==> src/rtl/adder_pkg.sv <==
// Shared constants, slice-width helper and stage register layout for pipelined_adder.
package adder_pkg;

  localparam int unsigned AdderWidth  = 32;
  localparam int unsigned AdderStages = 4;

  // Bits handled by one pipeline stage; a zero stage count is caught in the top.
  function automatic int unsigned slice_width(input int unsigned width,
                                              input int unsigned stages);
    return (stages == 0) ? width : width / stages;
  endfunction

  // Stage register layout at the default configuration; the top declares the same
  // shape sized by its own parameters.
  typedef struct packed {
    logic                  valid;
    logic                  carry;
    logic [AdderWidth-1:0] a_rem;
    logic [AdderWidth-1:0] b_rem;
    logic [AdderWidth-1:0] sum_done;
  } adder_stage_t;

endpackage

==> src/rtl/adder_slice.sv <==
// One carry slice: Width-bit combinational add with carry in and carry out.
module adder_slice #(
  parameter int unsigned Width = 8
) (
  input  logic [Width-1:0] a_i,
  input  logic [Width-1:0] b_i,
  input  logic             ci_i,
  output logic [Width-1:0] s_o,
  output logic             co_o
);

  // Ripple add of the slice; top bit of the extended result is the carry out.
  always_comb begin
    {co_o, s_o} = {1'b0, a_i} + {1'b0, b_i} + {{Width{1'b0}}, ci_i};
  end

endmodule

==> src/rtl/pipelined_adder.sv <==
// Pipelined unsigned adder: {cout, sum} = a + b + cin, carry chain cut into STAGES slices.
// Stage k adds slice k; upper operand slices ride along skewed, finished sum slices move forward.
// Optional build macro: ADDER_SAT_EN -- saturate sum to all ones when the final carry is set.
module pipelined_adder
  import adder_pkg::*;
#(
  parameter int unsigned WIDTH  = AdderWidth,
  parameter int unsigned STAGES = AdderStages
) (
  input  logic             clk,
  input  logic             rst_n,
  input  logic             in_valid,
  output logic             in_ready,
  input  logic [WIDTH-1:0] a,
  input  logic [WIDTH-1:0] b,
  input  logic             cin,
  output logic             out_valid,
  input  logic             out_ready,
  output logic [WIDTH-1:0] sum,
  output logic             cout
);

  localparam int unsigned Slice = slice_width(WIDTH, STAGES);
  localparam int          Last  = (STAGES == 0) ? 0 : int'(STAGES) - 1;

  if (STAGES < 1) begin : g_bad_stages
    $error("pipelined_adder: STAGES must be at least 1");
  end
  if ((STAGES != 0) && (WIDTH % STAGES != 0)) begin : g_bad_width
    $error("pipelined_adder: WIDTH must be a multiple of STAGES");
  end

  typedef struct packed {
    logic             valid;
    logic             carry;
    logic [WIDTH-1:0] a_rem;
    logic [WIDTH-1:0] b_rem;
    logic [WIDTH-1:0] sum_done;
  } stage_t;

  stage_t           stage_q [STAGES];
  stage_t           stage_d [STAGES];
  stage_t           src     [STAGES];
  logic [Slice-1:0] sl_s    [STAGES];
  logic             sl_co   [STAGES];
  logic             adv;

  // Each stage reads fresh operands (stage 0) or the previous stage register, and adds its slice.
  for (genvar k = 0; k < STAGES; k++) begin : g_stage
    if (k == 0) begin : g_first
      assign src[k] = '{valid: in_valid, carry: cin, a_rem: a, b_rem: b, sum_done: '0};
    end else begin : g_next
      assign src[k] = stage_q[k-1];
    end

    adder_slice #(
      .Width(Slice)
    ) u_slice (
      .a_i (src[k].a_rem[k*Slice +: Slice]),
      .b_i (src[k].b_rem[k*Slice +: Slice]),
      .ci_i(src[k].carry),
      .s_o (sl_s[k]),
      .co_o(sl_co[k])
    );
  end

  // Whole pipe advances together whenever the output slot is free or being drained.
  always_comb begin
    adv = !stage_q[Last].valid || out_ready;
    for (int k = 0; k < STAGES; k++) begin
      stage_d[k] = stage_q[k];
      if (adv) begin
        stage_d[k]                            = src[k];
        stage_d[k].carry                      = sl_co[k];
        stage_d[k].sum_done[k*Slice +: Slice] = sl_s[k];
`ifdef ADDER_SAT_EN
        if ((k == Last) && sl_co[k]) begin
          stage_d[k].sum_done = '1;
        end
`endif
      end
    end
  end

  // Stage registers; reset drops anything in flight.
  always_ff @(posedge clk or negedge rst_n) begin
    if (!rst_n) begin
      for (int k = 0; k < STAGES; k++) begin
        stage_q[k] <= '0;
      end
    end else begin
      for (int k = 0; k < STAGES; k++) begin
        stage_q[k] <= stage_d[k];
      end
    end
  end

  assign in_ready  = adv;
  assign out_valid = stage_q[Last].valid;
  assign sum       = stage_q[Last].sum_done;
  assign cout      = stage_q[Last].carry;

endmodule
==> config.mk <==
export PLATFORM = sky130hd
export DESIGN_NAME = pipelined_adder
export DESIGN_NICKNAME = d
export VERILOG_FILES = /design/src/rtl/adder_pkg.sv /design/src/rtl/adder_slice.sv /design/src/rtl/pipelined_adder.sv
export SDC_FILE = /design/constraint.sdc
export NUM_CORES = 1
export LEC_CHECK = 0
export CORE_MARGIN = 4
export CORE_UTILIZATION = 32
export CTS_CLUSTER_DIAMETER = 40
export DETAILED_ROUTE_END_ITERATION = 8
export PLACE_DENSITY = 0.6
export SETUP_SLACK_MARGIN = 0.15
export SLEW_MARGIN = 20
export SYNTH_ARGS = -nofsm -noshare
export SYNTH_HDL_FRONTEND = slang
export SYNTH_SLANG_ARGS = --single-unit
==> constraint.sdc <==
create_clock -name clk -period 5.27 [get_ports clk]
set_input_delay 0.527 -clock clk [delete_from_list [all_inputs] [get_ports clk]]
set_output_delay 0.527 -clock clk [all_outputs]
set_load 0.1 [all_outputs]
==> flow_summary.json <==
{
  "status": "finished clean",
  "min_period_ns": 3.277,
  "routedLengthMet1_mm": 7.841,
  "yosys_warnings": 0,
  "synthFlopType": "dfrtp_1",
  "grt_max_degree": 200,
  "pwr-share-seq": 0.356,
  "layout.nets": 1089,
  "cts_resized": 0,
  "cts_tree": "done",
  "crit_top_cell": "clkdlybuf4s50_1",
  "wl_mm": 16.63,
  "p_leak_nw": 4.910,
  "hold_viol_final": 0,
  "yosysSeqAreaShare": 0.5740,
  "grt_pass1_wl_mm": 27.84,
  "ant_nets": 0,
  "die-height_um": 166.3,
  "wl_met3_um": 479,
  "antenna_found_initial": 0,
  "h-tree-depth": 4,
  "p_per_area_nw_per_um2": 667.8,
  "hp-class": "input pin to asynchronous set/reset pin",
  "synth_nets": 1003,
  "synth_cells": 898,
  "top_layer": "met4",
  "firstDrtPassIters": 6,
  "die_w_um": 166.3,
  "worst_path_max_delay_cell": "clkdlybuf4s50_1",
  "switching_share": 0.4448,
  "multi_input_area_um2": 3217,
  "yosysUniqueCellTypes": 29,
  "dr.first_iter.drc_count": 422,
  "dieArea_um2": 27660,
  "start_util": 0.3279,
  "fin_tns_setup_ns": 0,
  "syn2layout_area_growth_pct": 23.99,
  "grt_pass1_vias": 5623,
  "synthTopCellsByArea": "dfrtp_1 (57%), nand2_1 (23%), ha_1 (4.4%)",
  "cts-root-buf": "clkbuf_16",
  "num_vias": 5852,
  "via_per_inst": 4.430,
  "whs_ns": 0.1163,
  "p_int_mw": 3.688,
  "p_sw_mw": 2.954,
  "rows": 57,
  "drive_gt1_frac": 0.04112,
  "clock_latency_ns": 0.42,
  "layout.cells.most_common": "nand2_1",
  "rsz0062_at_grt": "false",
  "start_kind": "input pin",
  "path_cells": "clkdlybuf4s50_1, nor2b_4, inv_4, clkdlybuf4s50_1",
  "max_stage_delay_ns": 1.24,
  "grt.overflow.total": 0,
  "clkTransAtPathRegs_ns": 0.08,
  "netlist_area_um2": 8021,
  "period_share": 0.6219,
  "port_buffers": 103,
  "pin_count": 104,
  "ys_async_sr_fraction": 1.000,
  "dp_hpwl_mm": 10.80,
  "core_area_um2": 24460,
  "peakVddDrop_mv": 0.4038,
  "cts_setup_buffers": 0,
  "drc": 0,
  "clock_sinks": 184,
  "setup_ws_ns": 1.993,
  "dpl-instance-area_um2": 9349,
  "ctsHoldBuffers": 0,
  "antenna_cells": 0,
  "cts_buffers": 17,
  "max_slew_margin": 0.3289,
  "max_freq_ghz": 0.3051,
  "dpl_worst_slack_ns": 1.942,
  "clock_power_share": 0.195,
  "fin_skew_ns": 0.01289,
  "synth_edf_count": 0,
  "finalSetupViolCount": 0,
  "required_ns": 4.74,
  "combPwrFrac": 0.449,
  "synth_area_leader_cell": "dfrtp_1",
  "path_max_fanout": 53,
  "track_usage": 0.1212,
  "path_class": "input pin to output port",
  "design_area_um2": 9946,
  "mostFrequentLayoutCells": "nand2_1 (489), dfrtp_1 (184), clkdlybuf4s50_1 (102)",
  "maxCapViolations": 0,
  "nFillCells": 2488,
  "postSynthAreaPerCell_um2": 8.933,
  "dr_wl_met2_mm": 8.104,
  "regArea_um2": 4604,
  "arrival_ns": 2.75,
  "wl_per_cell_um": 12.59,
  "slew_violations": 0,
  "cts_max_path_buffers": 2,
  "fin_util": 0.4066,
  "gp_congestion": 0.7997,
  "worstMarginPinSlew_ns": 1.003,
  "ys_ff_latch": 184,
  "crit_path_end_kind": "output port",
  "synth_top_area_frac": 0.5740
}
==> power by group through the flow <==
| stage | registers (mW) | clock network, mW | logic (mW) |
|---|---|---|---|
| detailed placement | 2.40 | 0 | 3.02 |
| global route | 2.44 | 1.40 | 3.30 |
| CTS | 2.38 | 1.34 | 3.04 |
| global placement | 2.38 | 0 | 2.98 |
| floorplan | 3.24 | 0 | 1.42 |
| finish | 2.37 | 1.30 | 2.98 |
==> synth_stat cells, drive strengths merged (5+ instances only) <==
master	instances
inv	8
clkbuf	18
buf	22
a21oi	15
o21ai	39
nor2b	5
xor2	12
dfrtp	184
nor2	11
ha	28
nor3	13
fa	8
o211ai	6
nand2	489
a21o	6
a211oi	10
==> flip-flops by register name (all words and copies together) (netlist names) <==
name       cells
sum           32
src          150
cout           1
out_valid      1
==> metrics by stage <==
stage	instances	power (mW)
floorplan	898	4.656
global placement	1289	5.361
detailed placement	1289	5.426
CTS	1321	6.753
global route	1321	7.141
finish	1321	6.642
==> area by class of cell <==
type / count / area share
Sequential cell: 184 / 0.4630
Multi-Input combinational cell: 666 / 0.3234
Timing Repair Buffer: 107 / 0.1096
Clock buffer: 20 / 0.04592
Tap cell: 324 / 0.04076
Clock inverter: 12 / 0.01409
Inverter: 8 / 0.003271
==> final timing paths <==
| check | end | depth (start not counted) | slack [ns] | startpoint |
|---|---|---|---|---|
| setup / recovery | in_ready | 4 | 1.99 | out_ready |
| hold / removal | sum[4]$_DFFE_PN0P_ | 1 | 0.12 | rst_n |
| setup reg to reg | src[112]$_DFFE_PN0P_ | 7 | 2.84 | src[292]$_DFFE_PN0P_ |
| hold reg to reg | out_valid$_DFFE_PN0P_ | 1 | 0.46 | src[97]$_DFFE_PN0P_ |
| max in group asynchronous | sum[31]$_DFFE_PN0P_ | 2 | 4.14 | rst_n |
| min in group clk | out_valid$_DFFE_PN0P_ | 1 | 0.46 | src[97]$_DFFE_PN0P_ |
==> critical path: cells and delay by family <==
family                 cells  cell delay, ns
and+or+nand+nor            1            0.07
buffers and inverters      3            2.13
==> layer usage <==
layer / up-vias / global-route usage
li1: 3023 / -
met4: 0 / 0.03344
met2: 74 / 0.2024
met3: 17 / 0.02452
met5: - / 0
met1: 2738 / 0.1616
==> cell families (layout without fill, tap and decap cells) <==
group                      Yosys count  count (layout)  share of synthesized area
and+or+nand+nor                    527             527                     0.2539
DFF                                184             184                     0.5740
buffers and inverters               48             147                    0.02589
adders and majority gates           36              36                    0.06364
xor gates and xnor gates            15              15                    0.01638
AOI/OAI and AO/OA                   88              88                    0.06614
No activity file was read; power rests on OpenSTA's default activity.
